$ cat src/rtl/demux_lane_packer.sv
// demux_lane_packer: packs 2-bit demux lane symbols (lane B / lane C) into words,
// one accumulator + one holding register per lane, round-robin onto a single
// registered valid/ready output tagged with the source lane.
// Optional feature macro: DEMUX_PACK_FLUSH_EN (adds a flush input that pushes
// partial words out zero-padded).
module demux_lane_packer #(
    parameter int SYM_W         = 2,
    parameter int SYMS_PER_WORD = 4
) (
    input  logic                           clk,
    input  logic                           rst_n,
`ifdef DEMUX_PACK_FLUSH_EN
    input  logic                           flush,
`endif
    input  logic                           sym_valid,
    input  logic                           sym_sel,
    input  logic [SYM_W-1:0]               sym_b,
    input  logic [SYM_W-1:0]               sym_c,
    output logic                           sym_ready,
    output logic                           out_valid,
    input  logic                           out_ready,
    output logic [SYM_W*SYMS_PER_WORD-1:0] out_data,
    output logic                           out_chan
);

    localparam int WORD_W = SYM_W * SYMS_PER_WORD;
    localparam int CNT_W  = $clog2(SYMS_PER_WORD);
    localparam logic [CNT_W-1:0] LAST = CNT_W'(SYMS_PER_WORD - 1);

    logic [CNT_W-1:0]  cnt_q  [0:1];
    logic [CNT_W-1:0]  cnt_d  [0:1];
    logic [WORD_W-1:0] acc_q  [0:1];
    logic [WORD_W-1:0] acc_d  [0:1];
    logic [WORD_W-1:0] hold_q [0:1];
    logic [WORD_W-1:0] hold_d [0:1];
    logic [1:0]        hold_v_q, hold_v_d;
    logic              rr_q, rr_d;
    logic              out_valid_q, out_valid_d;
    logic [WORD_W-1:0] out_data_q, out_data_d;
    logic              out_chan_q, out_chan_d;

    logic              flush_w;
    logic [SYM_W-1:0]  sym_in;
    logic              last_sym;
    logic              accept;
    logic              out_load;
    logic              gnt_any;
    logic              gnt_lane;

`ifdef DEMUX_PACK_FLUSH_EN
    assign flush_w = flush;
`else
    assign flush_w = 1'b0;
`endif

    // Input lane select, stall decision and output-side grant selection
    always_comb begin
        sym_in    = sym_sel ? sym_c : sym_b;
        last_sym  = (cnt_q[sym_sel] == LAST);
        // Stall looks at the pre-edge hold flag, so a draining hold still costs one bubble
        sym_ready = !(last_sym && hold_v_q[sym_sel]) && !flush_w;
        accept    = sym_valid && sym_ready;
        out_load  = !out_valid_q || out_ready;
        gnt_any   = |hold_v_q;
        gnt_lane  = (&hold_v_q) ? rr_q : hold_v_q[1];
    end

    // Next state: grant first, then completion/flush so a same-edge refill keeps hold_v set
    always_comb begin
        int base;
        cnt_d       = cnt_q;
        acc_d       = acc_q;
        hold_d      = hold_q;
        hold_v_d    = hold_v_q;
        rr_d        = rr_q;
        out_valid_d = out_valid_q;
        out_data_d  = out_data_q;
        out_chan_d  = out_chan_q;
        base        = int'(cnt_q[sym_sel]) * SYM_W;

        if (out_load) begin
            if (gnt_any) begin
                out_valid_d        = 1'b1;
                out_data_d         = hold_q[gnt_lane];
                out_chan_d         = gnt_lane;
                hold_v_d[gnt_lane] = 1'b0;
                if (&hold_v_q) rr_d = ~gnt_lane;
            end else begin
                out_valid_d = 1'b0;
            end
        end

        if (accept) begin
            if (last_sym) begin
                hold_d[sym_sel]   = {sym_in, acc_q[sym_sel][WORD_W-SYM_W-1:0]};
                hold_v_d[sym_sel] = 1'b1;
                cnt_d[sym_sel]    = '0;
                acc_d[sym_sel]    = '0;
            end else begin
                acc_d[sym_sel][base +: SYM_W] = sym_in;
                cnt_d[sym_sel]                = cnt_q[sym_sel] + CNT_W'(1);
            end
        end

        // Upper symbols of a partial accumulator are already zero, giving the padding
        for (int l = 0; l < 2; l++) begin
            if (flush_w && (cnt_q[l] != '0) && !hold_v_q[l]) begin
                hold_d[l]   = acc_q[l];
                hold_v_d[l] = 1'b1;
                cnt_d[l]    = '0;
                acc_d[l]    = '0;
            end
        end
    end

    // State registers; everything clears on reset so partial and held words are discarded
    always_ff @(posedge clk or negedge rst_n) begin
        if (!rst_n) begin
            for (int l = 0; l < 2; l++) begin
                cnt_q[l]  <= '0;
                acc_q[l]  <= '0;
                hold_q[l] <= '0;
            end
            hold_v_q    <= '0;
            rr_q        <= 1'b0;
            out_valid_q <= 1'b0;
            out_data_q  <= '0;
            out_chan_q  <= 1'b0;
        end else begin
            for (int l = 0; l < 2; l++) begin
                cnt_q[l]  <= cnt_d[l];
                acc_q[l]  <= acc_d[l];
                hold_q[l] <= hold_d[l];
            end
            hold_v_q    <= hold_v_d;
            rr_q        <= rr_d;
            out_valid_q <= out_valid_d;
            out_data_q  <= out_data_d;
            out_chan_q  <= out_chan_d;
        end
    end

    assign out_valid = out_valid_q;
    assign out_data  = out_data_q;
    assign out_chan  = out_chan_q;

endmodule

$ cat config.mk
export PLATFORM = sky130hd
export DESIGN_NAME = demux_lane_packer
export DESIGN_NICKNAME = d
export VERILOG_FILES = /design/src/rtl/demux_lane_packer.sv
export SDC_FILE = /design/constraint.sdc
export NUM_CORES = 1
export LEC_CHECK = 0
export BUFFER_PORTS_ARGS = -buffer_cell sky130_fd_sc_hd__buf_2
export CORE_ASPECT_RATIO = 1.5
export CORE_MARGIN = 1
export CORE_UTILIZATION = 40
export CTS_BUF_LIST = sky130_fd_sc_hd__clkbuf_2 sky130_fd_sc_hd__clkbuf_4 sky130_fd_sc_hd__clkbuf_8
export CTS_CLUSTER_DIAMETER = 50
export DETAILED_ROUTE_END_ITERATION = 7
export GPL_TIMING_DRIVEN = 0
export PLACE_DENSITY = 0.59
export SYNTH_ARGS = -nofsm -noshare
export SYNTH_HDL_FRONTEND = slang
export SYNTH_SLANG_ARGS = --single-unit
$ cat constraint.sdc
create_clock -name clk -period 6.34 [get_ports clk]
set_clock_uncertainty 0.2 [all_clocks]
set_input_delay 0.634 -clock clk [delete_from_list [all_inputs] [get_ports clk]]
set_output_delay 0.634 -clock clk [all_outputs]
set_load 0.01 [all_outputs]
# --- Word level (Yosys, flattened, before mapping) ---
# Index checks and enable logic that the tools add are counted.
op_classes:
  addsub: 2
  magnitude_cmp: 7
  eq_ne: 1
  n_shift: 2
  muxes: 33
  bitwise: 10
  reduce_logical: 13
op_table:
  columns: ["cell", "count"]
  rows:
  - ["$mux W8", 5]
  - ["$neg A3 Y33", 1]
  - ["$shift A2 B33 Y8 const A", 1]
  - ["$shiftx A2 B33 Y8", 1]
  - ["$bwmux W16", 2]
  - ["$mux W2", 9]
  - ["$mux W6", 3]
  - ["$and A16 B16 Y16", 1]
  - ["$demux W8 S1", 2]
  - ["$mux W16", 1]
  - ["$not A16 Y16", 1]
  - ["$mux W1", 6]
  - ["$reduce_and A2 Y1", 3]
  - ["$logic_and A1 B1 Y1", 5]
  - ["$and A4 B4 Y4", 1]
  - ["$bwmux W4", 1]
  - ["$ge A2 B2 Y1 const B", 2]
  - ["$lt A1 B2 Y1 const B", 2]
  - ["$mux W4", 1]
  - ["$not A1 Y2", 2]
  - ["$not A4 Y4", 1]
  - ["$reduce_and A4 Y1", 1]
  - ["$add A2 B1 Y2 const B", 1]
  - ["$and A2 B2 Y2", 1]
  - ["11 further kinds", 14]
totals:
  reg_bits: 49
  in_bits: 9
  out_inout_bits: 11
  elab_cells: 79

# --- Longest topological paths before layout ---
depth:
  word_depth: 13
  ltp_mapped: 9
  depth_no_buf: 6

# --- Worst setup path after synthesis ---
# No wires, ideal clock.
synth_timing:
  path_kind: "input port to output port"
  startpoint: "input port sym_sel"
  endpoint: "output port sym_ready"
  arrival_time_ns: 1.757
  required_time_ns: 5.506
  setup_slack_ns: 3.749
  path_stages: 6
  path_buffers: 2
  path_cell_list: "buf_6 mux2i_1 inv_1 ha_1 buf_4 nand2_1"
synth_via:
  elab_chain_len: 7
  elab_cells_between_ends: 9
  cone_classes: "eq/ne: 1; mux: 5; bitwise: 1; reduce/logical: 2"
synth_rtl:
  columns: ["item", "line", "source"]
  rows:
  - ["from (decl)", "16", "input logic sym_sel,"]
  - ["$not A1 Y2 (not written as such)", "59", "last_sym = (cnt_q[sym_sel] == LAST);"]
  - ["$mux W2 (not written as such) (3 in series)", "59", null]
  - ["$eq A2 B2 Y1", "59", null]
  - ["$logic_and A1 B1 Y1 *", "61", "sym_ready = !(last_sym && hold_v_q[sym_sel]) && !flush_w;"]
  - ["$logic_not A1 Y1 *", "61", null]
  - ["to (decl)", "19", "output logic sym_ready,"]
# Every way passes the cells marked *; elsewhere a longest branch is shown, timed or not. The select of a mux whose other input is x is not followed.

# --- Worst setup path in the final report ---
# Ends and elaborated chain as after synthesis.

==> flow_metrics.py <==
metrics = {
    "timing": {
        "slew_violations": 0,
        "setup_viol": 0,
        "max_freq_mhz": 329,
        "rsz0062_at_grt": "false",
        "worst_pin_slew_ps": 991,
        "setup_tns_ps": 0,
        "hold-worst-slack_ps": 291,
        "hold_violations": 0,
        "min_period_ps": 3040,
        "period_share_pct": 47.9,
        "relSlewSlack_pct": 33.9,
    },
    "logic_synthesis": {
        "ys_warn_count": 0,
        "syn_area_per_cell_um2": 11.7,
        "syn_inst": 194,
        "synth_edf_count": 0,
        "synth_ff_type": "dfrtp_1",
        "synthArstFlopShare_pct": 100,
        "synth_nets": 208,
        "yosysSeqAreaShare_pct": 49.5,
        "synth_cell_types": 40,
        "ys_seq_elements": 45,
        "synthesis.area_um2": 2270,
    },
    "floorplanning": {
        "io_pins": 20,
        "die_h_um": 94.4,
        "row_count": 33,
        "die_w_um": 63.6,
        "coreArea_um2": 5490,
        "dieArea_um2": 6000,
        "initial_core_util_pct": 41.4,
    },
    "worst_setup_path": {
        "path_class": "primary input to primary output",
        "r2r-start": "cnt_q[0]$_DFFE_PN0P_",
        "critPathMostFrequentCell": "buf_2",
        "end_kind": "primary output",
        "worstPathRequired_ps": 5510,
        "path_delay_family": "buffers and inverters",
        "reg2reg_depth": 6,
        "r2r_end": "acc_q[9]$_DFFE_PN0P_",
        "rrSetupSlack_ps": 3790,
        "crit_chain": "buf_2 -> buf_6 -> mux2i_1 -> inv_1 -> ha_1 -> buf_4 -> nand2_1 -> buf_2",
        "max_stage_delay_ps": 480,
        "cp_max_fo": 10,
        "crit_cells": 8,
        "cp-endpoint": "sym_ready",
        "critPathSlowestCell": "mux2i_1",
        "critPathLaunch": "sym_sel",
        "path_buf_inv": 5,
        "worstSetupStartpointType": "primary input",
        "arrival_ps": 2200,
    },
    "run_status": {
        "outcome": "finished, final reports clean",
    },
    "clocking": {
        "cts_hold_buffers": 0,
        "clkLatencyLatePin_ps": 290,
        "cts_setup_buffers": 0,
        "cts.clk_slew.worst_paths_ps": 80,
        "cts_made_buffers": 5,
        "root_buffer": "clkbuf_8",
        "ctsLongestPathBuffers": 2,
        "post_cts_resize_count": 0,
        "cts_tree": "built",
        "cts_max_level": 2,
        "clock_sinks": 45,
    },
    "detailed_routing": {
        "routedWlPerCell_um": 15.1,
        "viasPerCell": 5.24,
        "ant_nets": 0,
        "route.detailed.drc": 0,
        "dr.pass1.iters": 4,
        "drt-initial-drc-count": 40,
        "wl_mm": 4.41,
        "num_vias": 1525,
    },
    "layout": {
        "finalNonFillerCells": 291,
        "register_area_um2": 1130,
        "num_antenna_cells": 0,
        "layout-drive-gt1-share_pct": 26.7,
        "multi_input_area_um2": 1030,
        "mostFrequentLayoutCells": "dfrtp_1, buf_2, nand2_1, a21oi_1",
        "final_util_pct": 46.5,
        "final_nets": 234,
        "syn_to_final_growth_pct": 12.3,
        "fillers": 518,
        "final_common_cell": "dfrtp_1",
    },
    "power_and_ir_drop": {
        "power-per-cell-area_nw_per_um2": 406,
        "p_leak_nw": 1.18,
        "sw_frac_of_total_pct": 35.2,
        "p_comb_share_pct": 37.2,
        "vdd_ir_drop_max_v": 0.000205,
        "p_sw_mw": 0.365,
        "pwr-share-seq_pct": 44.9,
        "p_int_mw": 0.673,
        "pwr-share-clk_pct": 17.9,
    },
    "place": {
        "routabilityCongestion": 0.848,
        "dp_hpwl_mm": 3.35,
        "placed_cells": 283,
        "portBuffers": 19,
    },
    "flow_run": {
        "max-cap-violations": 0,
    },
    "grt": {
        "grt_pass1_wl_mm": 7.51,
        "antenna_found_initial": 0,
        "grt_max_degree": 46,
        "grt_pass1_vias": 1559,
        "grt_overflow": 0,
        "grt.total_usage_pct": 16.6,
    },
    "min_path": {
        "hp-class": "flop to flop",
    },
}
## power by group through the flow
stage	Clock, mW	Combinational [mW]	Sequential (mW)
after CTS	0.194	0.391	0.467
final	0.186	0.386	0.466
after global placement	0	0.386	0.469
after floorplan	0	0.274	0.471
after global routing	0.208	0.428	0.480
after detailed placement	0	0.390	0.473
## cell families after synthesis
| family | share of synthesized area (%) |
|---|---|
| flip-flops | 49.5 |
| AO/OA/AOI/OAI | 17.3 |
| adder cells (fa/ha/maj) | 2.75 |
| XOR/XNOR | 0.385 |
| AND/OR/NAND/NOR | 14.2 |
| multiplexers | 10.8 |
| buffers and inverters | 5.01 |
## worst register-to-register path: stages (launching register included)
cell      delay (ps)
dfrtp_1          460
mux2i_1          460
inv_1            140
ha_1             310
nand2b_1         240
a21oi_1          280
mux2_2           360
## registers in the layout, indices dropped and copies added (netlist names)
register and count:
out_chan 1, hold_v_q 2, cnt_q 4, rr_q 1, out_data 8, hold_q 16
out_valid 1, acc_q 12
## routing by layer
layer,vias to the layer above,global-route usage (%),routed length [um]
met5,-,0,0
met4,0,12.9,283
met3,17,2.90,113
met2,35,27.2,2170
met1,722,19.1,1840
li1,751,-,-
## cells in the mapped netlist, types with 2 or more instances
cell type,count,area (um^2)
a32o_1,6,60.1
nor2b_1,3,18.8
ha_1,5,62.6
dfrtp_1,45,1130
nand2_1,15,56.3
a31oi_2,8,100
mux2_1,3,33.8
inv_1,9,33.8
o21ai_0,9,45.0
buf_6,5,56.3
mux2_4,10,150
a22o_1,2,17.5
o2bb2ai_1,2,17.5
nand3_1,9,45.0
o22ai_1,4,25.0
o21ai_1,3,15.0
a21oi_1,12,60.1
nand2b_1,10,62.6
a21o_1,5,37.5
mux2i_1,4,40.0
nor2_1,4,15.0
clkbuf_1,2,7.51
mux2_2,2,22.5
## worst min-delay path by stage
stage | start | end | slack (ps) | depth (start not counted)
CTS | hold_q[6]$_DFFE_PN0P_ | hold_q[6]$_DFFE_PN0P_ | 300 | 2
global placement | acc_q[0]$_DFFE_PN0P_ | acc_q[0]$_DFFE_PN0P_ | 270 | 1
floorplan | rst_n | acc_q[0]$_DFFE_PN0P_ | 140 | 0
detailed placement | hold_q[6]$_DFFE_PN0P_ | hold_q[6]$_DFFE_PN0P_ | 280 | 2
finish | hold_q[6]$_DFFE_PN0P_ | hold_q[6]$_DFFE_PN0P_ | 290 | 2
global route | acc_q[1]$_DFFE_PN0P_ | hold_q[1]$_DFFE_PN0P_ | 310 | 1
## stage by stage
stage	area [um^2]	power, mW	setup WS, ps
floorplan	2270	0.746	3750
global placement	2460	0.854	3370
detailed placement	2460	0.863	3340
CTS	2550	1.05	3330
global route	2550	1.12	3150
finish	2550	1.04	3300
## area by class of cell
cell class	count	area share, %
clock buffer	6	3.23
tap	70	3.43
multi-input combinational	130	40.5
sequential	45	44.1
buffer	10	3.14
clock inverter	2	0.539
inverter	9	1.32
timing repair buffer	19	3.72
Note: power is estimated with default switching activity, not from simulation.
